`src/rtl/pic_pkg.sv`:
```
// Shared definitions for the PIC interrupt-acknowledge path: handshake states,
// spurious level code and vector field widths.
package pic_pkg;

  typedef enum logic [1:0] {
    IDLE = 2'd0,
    ACK1 = 2'd1,
    GAP  = 2'd2,
    ACK2 = 2'd3
  } inta_state_e;

  localparam int LEVEL_W  = 3;
  localparam int BASE_W   = 5;
  localparam int VECTOR_W = 8;

  localparam logic [LEVEL_W-1:0] SPURIOUS_LEVEL = 3'd7;

  function automatic logic [VECTOR_W-1:0] make_vector(input logic [BASE_W-1:0]  base,
                                                      input logic [LEVEL_W-1:0] level);
    return {base, level};
  endfunction

endpackage

```
`src/rtl/inta_sync_edge.sv`:
```
// Multi-flop synchronizer for an asynchronous active-low strobe, with fall/rise
// detection on the synchronized stream. All flops reset to the inactive (high) level.
module inta_sync_edge #(
  parameter int SYNC_STAGES = 2
) (
  input  logic clk,
  input  logic rst_n,
  input  logic async_in,
  output logic fall,
  output logic rise
);

  logic [SYNC_STAGES-1:0] sync_r;
  logic                   prev_r;
  logic                   level_s;

  assign level_s = sync_r[SYNC_STAGES-1];

  // Synchronizer chain plus one-cycle history of the synchronized level
  always_ff @(posedge clk or negedge rst_n) begin
    if (!rst_n) begin
      sync_r <= '1;
      prev_r <= 1'b1;
    end else begin
      sync_r <= {sync_r[SYNC_STAGES-2:0], async_in};
      prev_r <= level_s;
    end
  end

  assign fall = prev_r & ~level_s;
  assign rise = ~prev_r & level_s;

endmodule

```
`src/rtl/inta_sequencer.sv`:
```
// 8086-mode two-pulse INTA_N sequencer: latches the granted level, drives the
// cascade handshake and presents the vector on the data bus during the second pulse.
module inta_sequencer
  import pic_pkg::*;
#(
  parameter int SYNC_STAGES    = 2,
  parameter int TIMEOUT_CYCLES = 255
) (
  input  logic                CLK,
  input  logic                RST_N,
  input  logic                INTA_N,
  input  logic                SNGL,
  input  logic                Master_Slave,
  input  logic [2:0]          ID,
  input  logic [2:0]          SLAVE_ID,
  input  logic [7:0]          SLAVE_MASK,
  input  logic                AEOI,
  input  logic [4:0]          VECTOR_BASE,
  input  logic                INT_PENDING,
  input  logic [2:0]          INT_LEVEL,
  output logic                INT,
  output logic                INTA_2,
  output logic [2:0]          ISR,
  output logic                ISR_SET,
  output logic                AEOI_CLR,
  output logic [7:0]          D_OUT,
  output logic                D_OE
);

  localparam logic [15:0] CNT_LAST = 16'(TIMEOUT_CYCLES - 1);

  logic fall_s, rise_s;

  inta_sync_edge #(.SYNC_STAGES(SYNC_STAGES)) u_sync (
    .clk      (CLK),
    .rst_n    (RST_N),
    .async_in (INTA_N),
    .fall     (fall_s),
    .rise     (rise_s)
  );

  inta_state_e          state_r, state_s;
  logic                 int_r, int_s;
  logic                 inta2_r, inta2_s;
  logic [LEVEL_W-1:0]   isr_r, isr_s;
  logic                 isr_set_r, isr_set_s;
  logic                 aeoi_pend_r, aeoi_pend_s;
  logic                 aeoi_clr_r;
  logic [VECTOR_W-1:0]  dout_r, dout_s;
  logic                 doe_r, doe_s;
  logic                 spurious_r, spurious_s;
  logic                 respond_r, respond_s;
  logic                 respond_now_s;
  logic [15:0]          cnt_r, cnt_s;

  // Whether this device answers the second pulse with its vector
  always_comb begin
    respond_now_s = 1'b0;
    if (SNGL) begin
      respond_now_s = 1'b1;
    end else if (Master_Slave) begin
      respond_now_s = ~SLAVE_MASK[isr_r];
    end else begin
      respond_now_s = (ID == SLAVE_ID);
    end
  end

  // Handshake next-state and next-output logic
  always_comb begin
    state_s     = state_r;
    int_s       = 1'b0;
    inta2_s     = inta2_r;
    isr_s       = isr_r;
    isr_set_s   = 1'b0;
    aeoi_pend_s = 1'b0;
    dout_s      = dout_r;
    doe_s       = doe_r;
    spurious_s  = spurious_r;
    respond_s   = respond_r;
    cnt_s       = cnt_r;
    case (state_r)
      IDLE: begin
        int_s = INT_PENDING;
        if (fall_s) begin
          state_s   = ACK1;
          int_s     = 1'b0;
          inta2_s   = 1'b1;
          respond_s = 1'b0;
          if (INT_PENDING) begin
            isr_s      = INT_LEVEL;
            spurious_s = 1'b0;
            isr_set_s  = Master_Slave | SNGL;
          end else begin
            isr_s      = SPURIOUS_LEVEL;
            spurious_s = 1'b1;
          end
        end else begin
          state_s = IDLE;
        end
      end
      ACK1: begin
        if (rise_s) begin
          state_s = GAP;
          cnt_s   = 16'd0;
        end else begin
          state_s = ACK1;
        end
      end
      GAP: begin
        if (fall_s) begin
          state_s   = ACK2;
          respond_s = respond_now_s;
          doe_s     = respond_now_s;
          dout_s    = make_vector(VECTOR_BASE, isr_r);
          // A slave only marks in-service once the master has selected it
          isr_set_s = ~SNGL & ~Master_Slave & respond_now_s & ~spurious_r;
        end else if (cnt_r == CNT_LAST) begin
          state_s = IDLE;
          inta2_s = 1'b0;
        end else begin
          cnt_s = cnt_r + 16'd1;
        end
      end
      ACK2: begin
        if (rise_s) begin
          state_s     = IDLE;
          doe_s       = 1'b0;
          inta2_s     = 1'b0;
          aeoi_pend_s = AEOI & ~spurious_r & (SNGL | Master_Slave | respond_r);
        end else begin
          state_s = ACK2;
        end
      end
      default: begin
        state_s = IDLE;
        inta2_s = 1'b0;
        doe_s   = 1'b0;
      end
    endcase
  end

  // State and registered outputs; AEOI clear lands one cycle after the handshake closes
  always_ff @(posedge CLK or negedge RST_N) begin
    if (!RST_N) begin
      state_r     <= IDLE;
      int_r       <= 1'b0;
      inta2_r     <= 1'b0;
      isr_r       <= 3'd0;
      isr_set_r   <= 1'b0;
      aeoi_pend_r <= 1'b0;
      aeoi_clr_r  <= 1'b0;
      dout_r      <= 8'd0;
      doe_r       <= 1'b0;
      spurious_r  <= 1'b0;
      respond_r   <= 1'b0;
      cnt_r       <= 16'd0;
    end else begin
      state_r     <= state_s;
      int_r       <= int_s;
      inta2_r     <= inta2_s;
      isr_r       <= isr_s;
      isr_set_r   <= isr_set_s;
      aeoi_pend_r <= aeoi_pend_s;
      aeoi_clr_r  <= aeoi_pend_r;
      dout_r      <= dout_s;
      doe_r       <= doe_s;
      spurious_r  <= spurious_s;
      respond_r   <= respond_s;
      cnt_r       <= cnt_s;
    end
  end

  assign INT      = int_r;
  assign INTA_2   = inta2_r;
  assign ISR      = isr_r;
  assign ISR_SET  = isr_set_r;
  assign AEOI_CLR = aeoi_clr_r;
  assign D_OUT    = dout_r;
  assign D_OE     = doe_r;

endmodule

```
`config.mk`:
```
export PLATFORM = sky130hd
export DESIGN_NAME = inta_sequencer
export DESIGN_NICKNAME = d
export VERILOG_FILES = /design/src/rtl/pic_pkg.sv /design/src/rtl/inta_sync_edge.sv /design/src/rtl/inta_sequencer.sv
export SDC_FILE = /design/constraint.sdc
export NUM_CORES = 1
export LEC_CHECK = 0
export ABC_AREA = 1
export BUFFER_PORTS_ARGS = -buffer_cell sky130_fd_sc_hd__buf_2
export CORE_MARGIN = 1.5
export CORE_UTILIZATION = 30
export CTS_BUF_LIST = sky130_fd_sc_hd__clkbuf_2
export DETAILED_ROUTE_END_ITERATION = 16
export SYNTH_ARGS = -nofsm -noshare
export SYNTH_HDL_FRONTEND = slang
export SYNTH_SLANG_ARGS = --single-unit
export TNS_END_PERCENT = 10
```
`constraint.sdc`:
```
create_clock -name CLK -period 3.2 [get_ports CLK]
set_input_delay 0.64 -clock CLK [delete_from_list [all_inputs] [get_ports CLK]]
set_output_delay 0.64 -clock CLK [all_outputs]
set_load 0.005 [all_outputs]
```
==> results of run 1 <==
==> worst paths after layout <==
check / endpoint / start / depth (start not counted) / slack, ns
worst max-delay path: cnt_r[8] / state_r[0] / 7 / 1.04
worst min-delay path: aeoi_pend_r / RST_N / 1 / 0.32
worst max register to register: cnt_r[8] / state_r[0] / 7 / 1.04
worst min register to register: u_sync.sync_r[1] / u_sync.sync_r[0] / 0 / 0.37
max in group asynchronous: cnt_r[3] / RST_N / 1 / 2.33
min in group CLK: u_sync.sync_r[0] / INTA_N / 1 / 0.33
==> power breakdown <==
part           internal, mW  total (mW)  leakage (nW)  switching [mW]
sequential            0.616       0.690         0.506          0.0731
combinational         0.178       0.437         0.758           0.259
clock                 0.134       0.302        0.0430           0.168
==> synthesized netlist by cell type <==
cell / n / area (um2)
nand2_4: 1 / 11.3
and3_1: 1 / 6.26
dfrtp_1: 37 / 926
nand2_1: 96 / 360
nor2_2: 1 / 6.26
nand3b_1: 1 / 7.51
nor3_1: 5 / 25.0
nand3_1: 29 / 145
ha_1: 6 / 75.1
xor2_1: 9 / 78.8
o21ai_0: 19 / 95.1
inv_1: 36 / 135
clkbuf_1: 2 / 7.51
nor3_2: 1 / 10.0
a211oi_1: 2 / 15.0
xnor2_1: 3 / 26.3
buf_4: 1 / 7.51
nor2_4: 1 / 11.3
o21ai_2: 1 / 8.76
buf_6: 1 / 11.3
nand4_1: 3 / 18.8
a21oi_1: 5 / 25.0
dfstp_2: 3 / 78.8
nor2_1: 33 / 124
buf_2: 1 / 5.00
nand3_4: 1 / 17.5
nand2_2: 2 / 12.5
==> registers in the layout (all words and copies together), names as in the netlist <==
register,flops
respond_r,1
D_OE,1
cnt_r,16
spurious_r,1
INT,1
ISR_SET,1
ISR,3
aeoi_pend_r,1
INTA_2,1
u_sync.prev_r,1
state_r,2
D_OUT,8
u_sync.sync_r,2
AEOI_CLR,1
==> logic make-up (layout without fill, tap and decap cells) <==
| group | Yosys count | count (layout) | synth area share [%] |
|---|---|---|---|
| AOI/OAI and AO/OA | 27 | 27 | 6.39 |
| xor gates and xnor gates | 12 | 12 | 4.67 |
| adders and majority gates | 6 | 6 | 3.34 |
| buffers and inverters | 41 | 88 | 7.39 |
| DFF | 40 | 40 | 44.6 |
| and+or+nand+nor | 175 | 175 | 33.6 |
==> worst max-delay path, delay by kind of cell, from the launching register on <==
kind / cells / cell delay [ns]
AO/OA/AOI/OAI: 1 / 0.08
flip-flops: 1 / 0.43
buffers and inverters: 2 / 0.52
AND/OR/NAND/NOR: 3 / 0.78
adder cells (fa/ha/maj): 1 / 0.29
==> per-layer routing <==
| metal | GRT usage, % | wire, um |
|---|---|---|
| met5 | 0 | 0 |
| met2 | 21.5 | 2080 |
| met1 | 15.9 | 2280 |
| met3 | 3.66 | 261 |
| met4 | 5.03 | 70 |
==> cell type report <==
class | count | area, um2 | share of cell area [%]
Clock buffer | 6 | 30.0 | 1.14
Clock inverter | 2 | 35.0 | 1.33
Inverter | 36 | 135 | 5.14
Multi-Input combinational cell | 220 | 1080 | 41.1
Sequential cell | 40 | 1000 | 38.2
Tap cell | 99 | 124 | 4.71
Timing Repair Buffer | 44 | 220 | 8.38
==> through the flow <==
| step | instance area, um2 | hold slack (ns) | power (mW) | setup WS, ns |
|---|---|---|---|---|
| after floorplan | 2250 | 0.331 | 0.975 | 1.66 |
| after global placement | 2560 | 0.335 | 1.14 | 1.13 |
| after detailed placement | 2560 | 0.346 | 1.15 | 1.01 |
| after CTS | 2630 | 0.291 | 1.46 | 0.973 |
| after global routing | 2630 | 0.267 | 1.56 | 0.715 |
| final | 2630 | 0.317 | 1.43 | 1.04 |
==> results.md, run 1 <==
Run status:
- The run finished with clean final reports.

Drt:
- The final routed wirelength across all metal layers is 4690 um.
- For this run, the detailed router's first-pass iteration total came to 4.
- For this block, the initial DRC count from the detailed router was about 100.
- The per-cell via count in the routed design is 4.43.
- The final route contains about 2000 vias.
- The number of design rule violations left after detail routing is 0.
- The number of nets still failing antenna checks after routing is 0.
- The mean routed wirelength per cell is 10.5 um.

Timing:
- Setup violations remaining at the end of the flow were counted as 0.
- The transition time of the tightest slew-check pin is 0.861 ns.
- The normalized max-slew margin is a little over two fifths.
- The peak clock frequency supported by timing is roughly 460 MHz.
- The sum of negative setup slack is 0 ns.
- Between clock sinks in the finished design, the worst skew comes to 0.0150 ns.
- The number of max-slew violations in the final report is 0.
- For the finished layout, the period the worst path requires is 2.16 ns.
- The number of failing hold endpoints at the final stage was 0.
- Setup repair after global routing left no endpoint under its margin.
- The post-route fraction of the period consumed by the critical path is 67.6%.

Power:
- The worst-case IR drop observed on VDD is roughly 0.18 mV.
- In this run the power density over the cells is 544 nW/um2.
- The leakage component of the power is 1.31 nW.

Clocking:
- The total of cells resized after clock tree synthesis is 0.
- The clock tree from TritonCTS is yes.
- The number of sinks handled by clock tree synthesis is 40.
- The clock root buffer is clkbuf_2.
- The clock latency on the worst-skew pair is between 0.3 and 0.4 ns.
- Clock-pin slew was measured on the worst setup and hold paths at 0.20 ns.
- The number of setup buffers added after CTS is 0.
- The number of hold buffers added after CTS was 0.
- The H-tree generated during clock tree synthesis spans 2 levels.
- The number of buffers created by CTS is 5.
- The maximum number of buffers from clock root to sink is 2.

Synth:
- The mean area per synthesized cell is 7.48 um2.
- The register bit total from synthesis is 40.
- Counting every net in the synthesized netlist gives 336.
- The share of the Yosys chip area taken by registers is about 45%.
- Synthesis handed over a netlist of 301 instances.
- After synthesis the cells add up to between 2000 and 2500 um2.
- The count of distinct cell types in the synthesized netlist is 27.
- For this run, the number of Yosys warnings is 0.

Die:
- The die covers 8030 um2.
- The die extent in y is about 90 um.
- Row generation in the floorplan step produced 31 rows.
- The floorplan core area is approximately 7300 um2.
- Measured along the x axis, the die boundary spans 89.6 um.
- For this configuration, the core starts out at a cell density of between 30% and 40%.
- In this run the count of I/O pins placed on the die edge is 45.

Placement:
- The wire-length estimate of the detail-placed layout is 3520 um.
- In this run, placement finished with an instance count of 439.
- The congestion estimate from routability-driven global placement came to 0.880.
- Buffers placed on the I/O ports in this run total between 40 and 50.

Critical path:
- The critical path arrival is 2.50 ns.
- The worst setup path is launched from a flip-flop.
- The worst setup path is captured at a flip-flop.
- The critical path goes through inv_1, ha_1, inv_1, nand2_1, nand2_4, nand2_1, o21ai_0.
- On the worst path, the slowest cell contributes a delay of 0.44 ns.
- For the worst setup path, the data required time is about 3.5 ns.
- The largest fanout on the critical path is 19.
- The slowest stage cell on the critical path is inv_1.
- The category of the critical setup timing path is reg -> reg.

GRT:
- The first global-routing pass estimated 8080 um of wire.
- The remaining global-route overflow is 0.
- The via count of the first global-routing pass was around 1800.
- The number of antenna violations at the first check in global routing is 0.
- Entering global routing, the biggest net connects 41 pins.
- The global-route usage over all layers is approximately an eighth.

Final layout:
- The number of antenna cells inserted is 0.
- The post-route core utilization is a little over a third.
- Cells with a size suffix above 1 make up 18.1% of the layout.
- The number of fill cells in the layout is 774.
- The finished layout holds roughly 450 standard cells, fillers aside.
- The area growth from synthesis to final layout is 16.8%.
- The most common cell after layout, fill and taps aside is nand2_1.
- The top cell types in the final layout, fill and taps aside, are nand2_1 (96), buf_2 (44), dfrtp_1 (37).
- The number of nets at the end of the flow is 382.

Hold path:
- The worst hold path belongs to the class in -> async.

Job:
- The count of max-cap constraint violations is 0.
(Power assumes the default switching activity.)
==> run 2: changes to the inputs <==
Clock period 3.2 ns to 2 ns, I/O delays scaled along.
==> run 2 against run 1 <==
Net effect: global-route usage rose by 0.56 points; count of clock-buffer cells in the layout fell by 1; clock power rose by 17%; via count rose by 1.3%; register-to-register slack got worse by 0.79 ns.
==> results.md, run 2 (synthesis gave the netlist of run 1 again) <==
Clocking:
- The number of buffers inserted to repair setup after CTS is 0.
- The clock root buffer is clkbuf_2.
- In this run, CTS created clock tree buffers numbering 5.
- Hold repair after CTS inserted 0 buffers.
- The clock tree from TritonCTS is yes.
- The clock reaches the later pin of the worst-skew pair after 0.41 ns.
- The H-tree depth is 2.
- Once the clock tree was built, the resizer swapped 0 gates to a different size.
- The number of sinks handled by clock tree synthesis is 40.
- The clock passes through at most 2 buffers.
- After clock tree synthesis, the clock-pin slew on the worst setup and hold paths is approximately 0.23 ns.

Drt:
- The number of nets still failing antenna checks after routing is 0.
- The detailed router finished its first iteration with 96 violations.
- The number of design rule violations left after detail routing is 0.
- The total via count in the routed design is about 2000.
- The first detailed-routing pass ran for 4 iterations.
- In the routed layout, each cell is associated on average with a via count of 4.44.
- The mean routed wirelength per cell is about 11 um.
- The final routed wirelength across all metal layers is a little under 5000 um.

Final layout:
- The flip-flop count of the largest register, all copies and words added is 16.
- 0 antenna diodes ended up in the layout.
- After filler insertion, the fill cell instance count of the layout stands at 770.
- The fraction of layout cells with a size suffix above 1 is 18.8%.
- More flip-flops sit in one register than any other, and that register is cnt_r.
- The library cells used most frequently in the layout, excluding fill and tap cells, are nand2_1 (96), buf_2 (44), dfrtp_1 (37).
- The finished cells cover roughly 2600 um2.
- At the end of the flow, the number of nets in the layout was 386.
- The area growth from synthesis to final layout is 17.0%.
- The most common cell after layout, fill and taps aside is nand2_1.
- The post-route core utilization is between 30 and 40%.
- The area of the multi-input gates is 1080 um2.
- The area of all sequential standard cells is 1000 um2.

Placement:
- Detailed placement ended at an HPWL of 3650 um.
- The port buffer count is 44.
- The weighted congestion reported at the end of routability-driven placement is 0.881.
- The placed instances occupy a cell area of around 2600 um2.

Critical path:
- The worst register-to-register path has a depth of 9.
- Walking the worst path, the cells encountered are inv_1, ha_1, nand2_1, nand2_1, inv_1, nand3_4, nand2_4, nand2_1, o21ai_0.
- In this design, the stage delay of the slowest critical-path cell is 0.44 ns.
- On the critical path, the stage with the largest delay is an instance of dfrtp_1.
- In this run the worst path has a maximum fanout of 19.
- By startpoint and endpoint, the worst setup path is classified as reg -> reg.
- The type of element capturing the critical path is a flip-flop.
- The sort of element at the start of the critical path is a flip-flop.
- The cell repeated most along the worst path is nand2_1.
- STA puts the critical path data required time at 2.33 ns.
- The critical path arrival is 2.09 ns.
- The register-to-register path setup slack is between 0.2 and 0.25 ns.

GRT:
- Entering global routing, the biggest net connects 41 pins.
- The global-route track usage on met1 is 15.7%.
- For this run, global-route usage on met3 was measured as 3.47%.
- The via count of the first global-routing pass is around 1900.
- In the global route stage, overall resource usage came out at between 10% and 20%.
- The global routing stage identified its most utilized layer as met2.
- Global routing finished with a remaining overflow of 0.
- The number of antenna violations at the first check in global routing was 0.
- The wire length of the first global-routing pass is 8400 um.
- For this run, global-route usage on met2 was measured as about a quarter.

Timing:
- Across all hold checks on the routed design, the worst slack comes to between 0.01 and 0.015 ns.
- The number of failing hold endpoints at the final stage is 0.
- The post-route clock skew is 0.0330 ns.
- The post-route fraction of the period consumed by the critical path is between 80% and 90%.
- The number of max-slew violations in the final report is 0.
- The minimum clock period is 1.76 ns.
- The peak clock frequency supported by timing is 568 MHz.
- Setup repair after global routing left no endpoint under its margin.
- The transition time of the tightest slew-check pin is 0.518 ns.
- The normalized max-slew margin is about two thirds.
- The final setup violation count is 0.
- The sum of negative setup slack is 0 ns.

Die:
- The die extent in y is around 90 um.
- The width of the die is between 80 and 90 um.
- The floorplan step defined a die boundary enclosing 8030 um2.
- The effective utilization at floorplan is 31.0%.
- The floorplan row count is 31.
- During I/O placement, the number of pins put on the boundary was 45.
- The floorplan core area is approximately 7300 um2.

Power:
- After layout, the design draws a total of 2.18 mW.
- The leakage component of the power is around 1.3 nW.
- The worst supply voltage drop on vdd is 0.208 mV.
- For this design the ratio of total power to cell area is 828 nW/um2.

Hold path:
- The tightest min-delay check is of the in -> async type.

Run status:
- The flow ran to the end, and the final reports show no timing, DRC or antenna violations.

Job:
- The count of max-cap constraint violations is 0.
run 2: where the power goes:
part	total (mW)	internal [mW]	switching, mW	leakage (nW)
logic	0.718	0.295	0.423	0.776
registers	1.11	0.987	0.122	0.506
clock network	0.354	0.0786	0.276	0.0302
total	2.18	1.36	0.820	1.31
run 2: metrics by stage:
stage                     instances  setup WS (ns)
final                           451          0.241
after global routing            451         0.0120
after CTS                       451          0.231
after detailed placement        443          0.253
after global placement          443          0.399
after floorplan                 301          0.458
run 2: final cells by class:
class | count | share of cell area, %
timing repair buffer | 48 | 9.51
sequential | 40 | 38.2
clock buffer | 5 | 0.951
clock inverter | 3 | 0.523
inverter | 36 | 5.13
multi-input combinational | 220 | 41.0
tap | 99 | 4.71
run 2: per-layer routing:
metal	share of wire, %	wire [um]
met1	47	2300
met2	47	2310
met3	5.1	252
met4	0.81	40
met5	0	0
run 2: path summary, 6_finish.rpt:
kind	to	start
worst max-delay path	cnt_r[8]	state_r[0]
worst min-delay path	cnt_r[15]	RST_N
worst max register to register	cnt_r[8]	state_r[0]
worst min register to register	u_sync.sync_r[1]	u_sync.sync_r[0]
max in group asynchronous	u_sync.sync_r[0]	RST_N
min in group CLK	u_sync.sync_r[0]	INTA_N
run 2: worst max-delay path: cells and delay by family (launching register included):
family          cells  cell delay, ns
fa+ha+maj           1            0.29
compound gates      1            0.08
flops               1            0.44
buf+inv             2            0.17
simple gates        5            0.71
==> run 3: changes to the inputs <==
Settings changed: CORE_UTILIZATION 30 to 45, PLACE_DENSITY set to 0.67.
==> run 3 against run 2 <==
Net effect: sequential share of layout area fell by 0.054 points; clock power increased by 34%; final cell count down 6.7%; first-iteration DRC count decreased by 24%; non-clock buffer count is 2 higher; final area grew 0.14%; clock skew decreased by 0.013 ns; flip-flop and latch count unchanged; via count up 0.80%; wire length is 5.2% lower; utilization grew 19 points; critical path type unchanged; largest cell class unchanged; highest routed layer unchanged.
==> results.md, run 3 (synthesis gave the netlist of run 1 again) <==
Run status:
- The run finished with clean final reports.

Final layout:
- The post-route core utilization is a little under three fifths.
- The number of antenna diodes in the final layout is 0.
- The number of cells in the finished layout apart from fillers is ~420.
- The fraction of layout cells with a size suffix above 1 is slightly below 20%.
- In the final design database the tool counted 388 nets.
- The most common cell after layout, fill and taps aside is nand2_1.
- The area of all sequential standard cells is 1000 um2.
- The register with the most flip-flops in the layout has 16 of them.
- Counting the fill cells in the layout gives 480.
- The area growth from synthesis to final layout is 17.1%.
- Counting flops per register, the top entry is cnt_r.
- The top cell types in the final layout, fill and taps aside, are nand2_1 (96), buf_2 (44), dfrtp_1 (37).
- The final instance area is 2640 um2.
- The area of the multi-input gates is 1080 um2.

Hold path:
- The launch point of the worst hold path is INTA_N.
- The class of the tightest hold or removal check is in -> reg.
- The worst hold path terminates at u_sync.sync_r[0].
- The hold path depth is 1.

Power:
- The leakage component of the power is 1.33 nW.
- The worst supply voltage drop on vdd is 0.450 mV.
- Dividing total power by cell area gives a power density of just under 900 nW/um2.

Drt:
- In this run, the number of DRC markers left after iteration 0 of detailed routing was 73.
- Detailed routing inserted a total of approximately 2000 vias.
- The count of TritonRoute iterations in the first routing pass is 5.
- Summed over all nets, wire length on met3 after detailed routing comes to 245 um.
- The per-cell via count in the routed design is approximately 4.8.
- After detailed routing, no signal wire sits above met4.
- Summed over all layers, the routed wires come to between 4000 and 5000 um.
- The post-route met1 wirelength is about 2300 um.
- After detailed routing, the average wire length per cell comes to 11.1 um.
- The total length of routed met2 wires is 2080 um.
- The number of design rule violations left after detail routing is 0.
- The number of nets still failing antenna checks after routing is 0.

Critical path:
- For the worst flop-to-flop path, the logic depth is 9.
- STA puts the critical path data required time at 2.34 ns.
- The critical path is of the reg -> reg type.
- The number of buffer and inverter stages on the critical path is 2.
- The critical path arrival is 2.04 ns.
- The kind of cell with the highest combined delay on the critical path is flip-flops.
- The biggest cell delay along the critical path is about 0.43 ns.
- The startpoint identified for the worst register-to-register timing path is state_r[0].
- Of all nets on the critical path, the largest fanout is 15.
- The register-to-register path setup slack is 0.29 ns.
- The end of the worst register-to-register path is INTA_2.
- Traced cell by cell, the critical path runs through inv_1, ha_1, nand2_1, buf_4, nand2_1, a211oi_1, nand2_1, nand2_1, nand2_1.
- STA classifies the critical path startpoint as a flip-flop.
- The type of element capturing the critical path is a flip-flop.
- The most numerous cell type found on the critical path is nand2_1.
- The slowest stage cell on the critical path is dfrtp_1.

Timing:
- For the pin with the worst max-slew slack, the measured transition is between 0.4 and 0.5 ns.
- The smallest clock period supported by the final layout is computed as 1.71 ns.
- The number of max-slew violations in the final report was 0.
- The setup slack of the critical path after layout is approximately 0.29 ns.
- The sum of negative setup slack is 0 ns.
- The number of failing hold endpoints at the final stage is 0.
- Headroom to the max-slew limit came out at a little under three quarters.
- Based on the critical path, the design can be clocked at up to 586 MHz.
- The post-route fraction of the period consumed by the critical path is 85.4%.
- The final setup violation count is 0.
- On the final layout, the worst clock skew is ~0.02 ns.
- Setup repair after global routing left no endpoint under its margin.

Clocking:
- The maximum number of buffers from clock root to sink is 2.
- At the later pin of the worst-skew pair, clock insertion delay measures 0.41 ns.
- The number of buffers inserted to repair setup after CTS is 0.
- The clock tree from TritonCTS is yes.
- Clock tree synthesis selected as its root buffer the cell clkbuf_2.
- After clock tree synthesis, the repair step resized 0 gates.
- The H-tree depth is 2.
- The clock net in this run drives a total of 40 sinks.
- The clock transition at the register clock pins on the worst setup and hold paths after CTS is 0.20 ns.
- The number of buffers created by CTS is 5.

Die:
- The core region is 4790 um2.
- The die extent in y is 73.7 um.
- The effective utilization at floorplan is 47.0%.
- The floorplan row count is 25.
- The width of the die is 73.7 um.
- The die outline area is between 5000 and 6000 um2.
- For this design the top-level I/O count stands at 45.

GRT:
- The global-route usage over all layers is approximately a fifth.
- The number of antenna violations at the first check in global routing is 0.
- The via count of the first global-routing pass came to between 1500 and 2000.
- The first global-routing pass estimated 8140 um of wire.
- Global routing finished with a remaining overflow of 0.
- The maximum number of pins on one net before global-route repair is 21.

Placement:
- The HPWL after detailed placement is 3560 um.
- Timing analysis after detailed placement gives a worst setup slack of around 0.27 ns.
- During placement, the flow inserted port buffers numbering 44.
- The total placed instance area is around 2600 um2.
- The weighted congestion reported at the end of routability-driven placement is 0.879.
- The post-placement cell count is 412.

Job:
- The count of max-cap constraint violations is 0.
==> run 3: changes by cell type in the layout (fill, tap and decap cells not counted), sizes merged <==
cell         before  now
clkbuf            5    6
clkinv            3    1
bufinv            0    1
dlygate4sd3       0    1
buf              48   49
==> run 3: report_power, final <==
group	leakage, nW	internal (mW)	total (mW)	switching, mW
sequential	0.506	0.987	1.11	0.122
clock	0.0430	0.215	0.475	0.259
combinational	0.785	0.299	0.719	0.420
total	1.33	1.50	2.30	0.801
==> run 3: layout make-up <==
cell class | instances | share of cell area [%]
well taps | 67 | 3.18
repair buffers | 50 | 10.2
flip-flops and latches | 40 | 38.1
clock buffers | 6 | 1.14
inverters | 36 | 5.13
clock inverters | 2 | 1.33
multi-input cells | 220 | 41.0
==> run 3: worst max-delay path by stage <==
stage / to / depth (start not counted) / start
detailed placement: INTA_2 / 9 / state_r[0]
finish: INTA_2 / 9 / state_r[0]
floorplan: cnt_r[12] / 10 / state_r[0]
global placement: INTA_2 / 9 / state_r[0]
global route: INTA_2 / 9 / state_r[0]
CTS: INTA_2 / 9 / state_r[0]
==> run 3: layer usage <==
layer / vias to the layer above / global-route usage (%)
met5: - / 0
met4: 0 / 6.17
met3: 6 / 4.39
met2: 51 / 32.5
met1: 915 / 25.2
li1: 1048 / -
==> run 3: repair_timing <==
action,in CTS,in global routing
endpoints found under the setup margin,0,0
hold buffers,1,0
endpoints found under the hold margin,15,0
==> run 3: metrics by stage <==
| stage | hold WS [ns] | total power [mW] |
|---|---|---|
| after floorplan | 0.104 | 1.56 |
| after global placement | 0.337 | 1.84 |
| after detailed placement | 0.341 | 1.85 |
| after CTS | 0.0618 | 2.33 |
| after global routing | 0.0312 | 2.49 |
| final | 0.0817 | 2.30 |
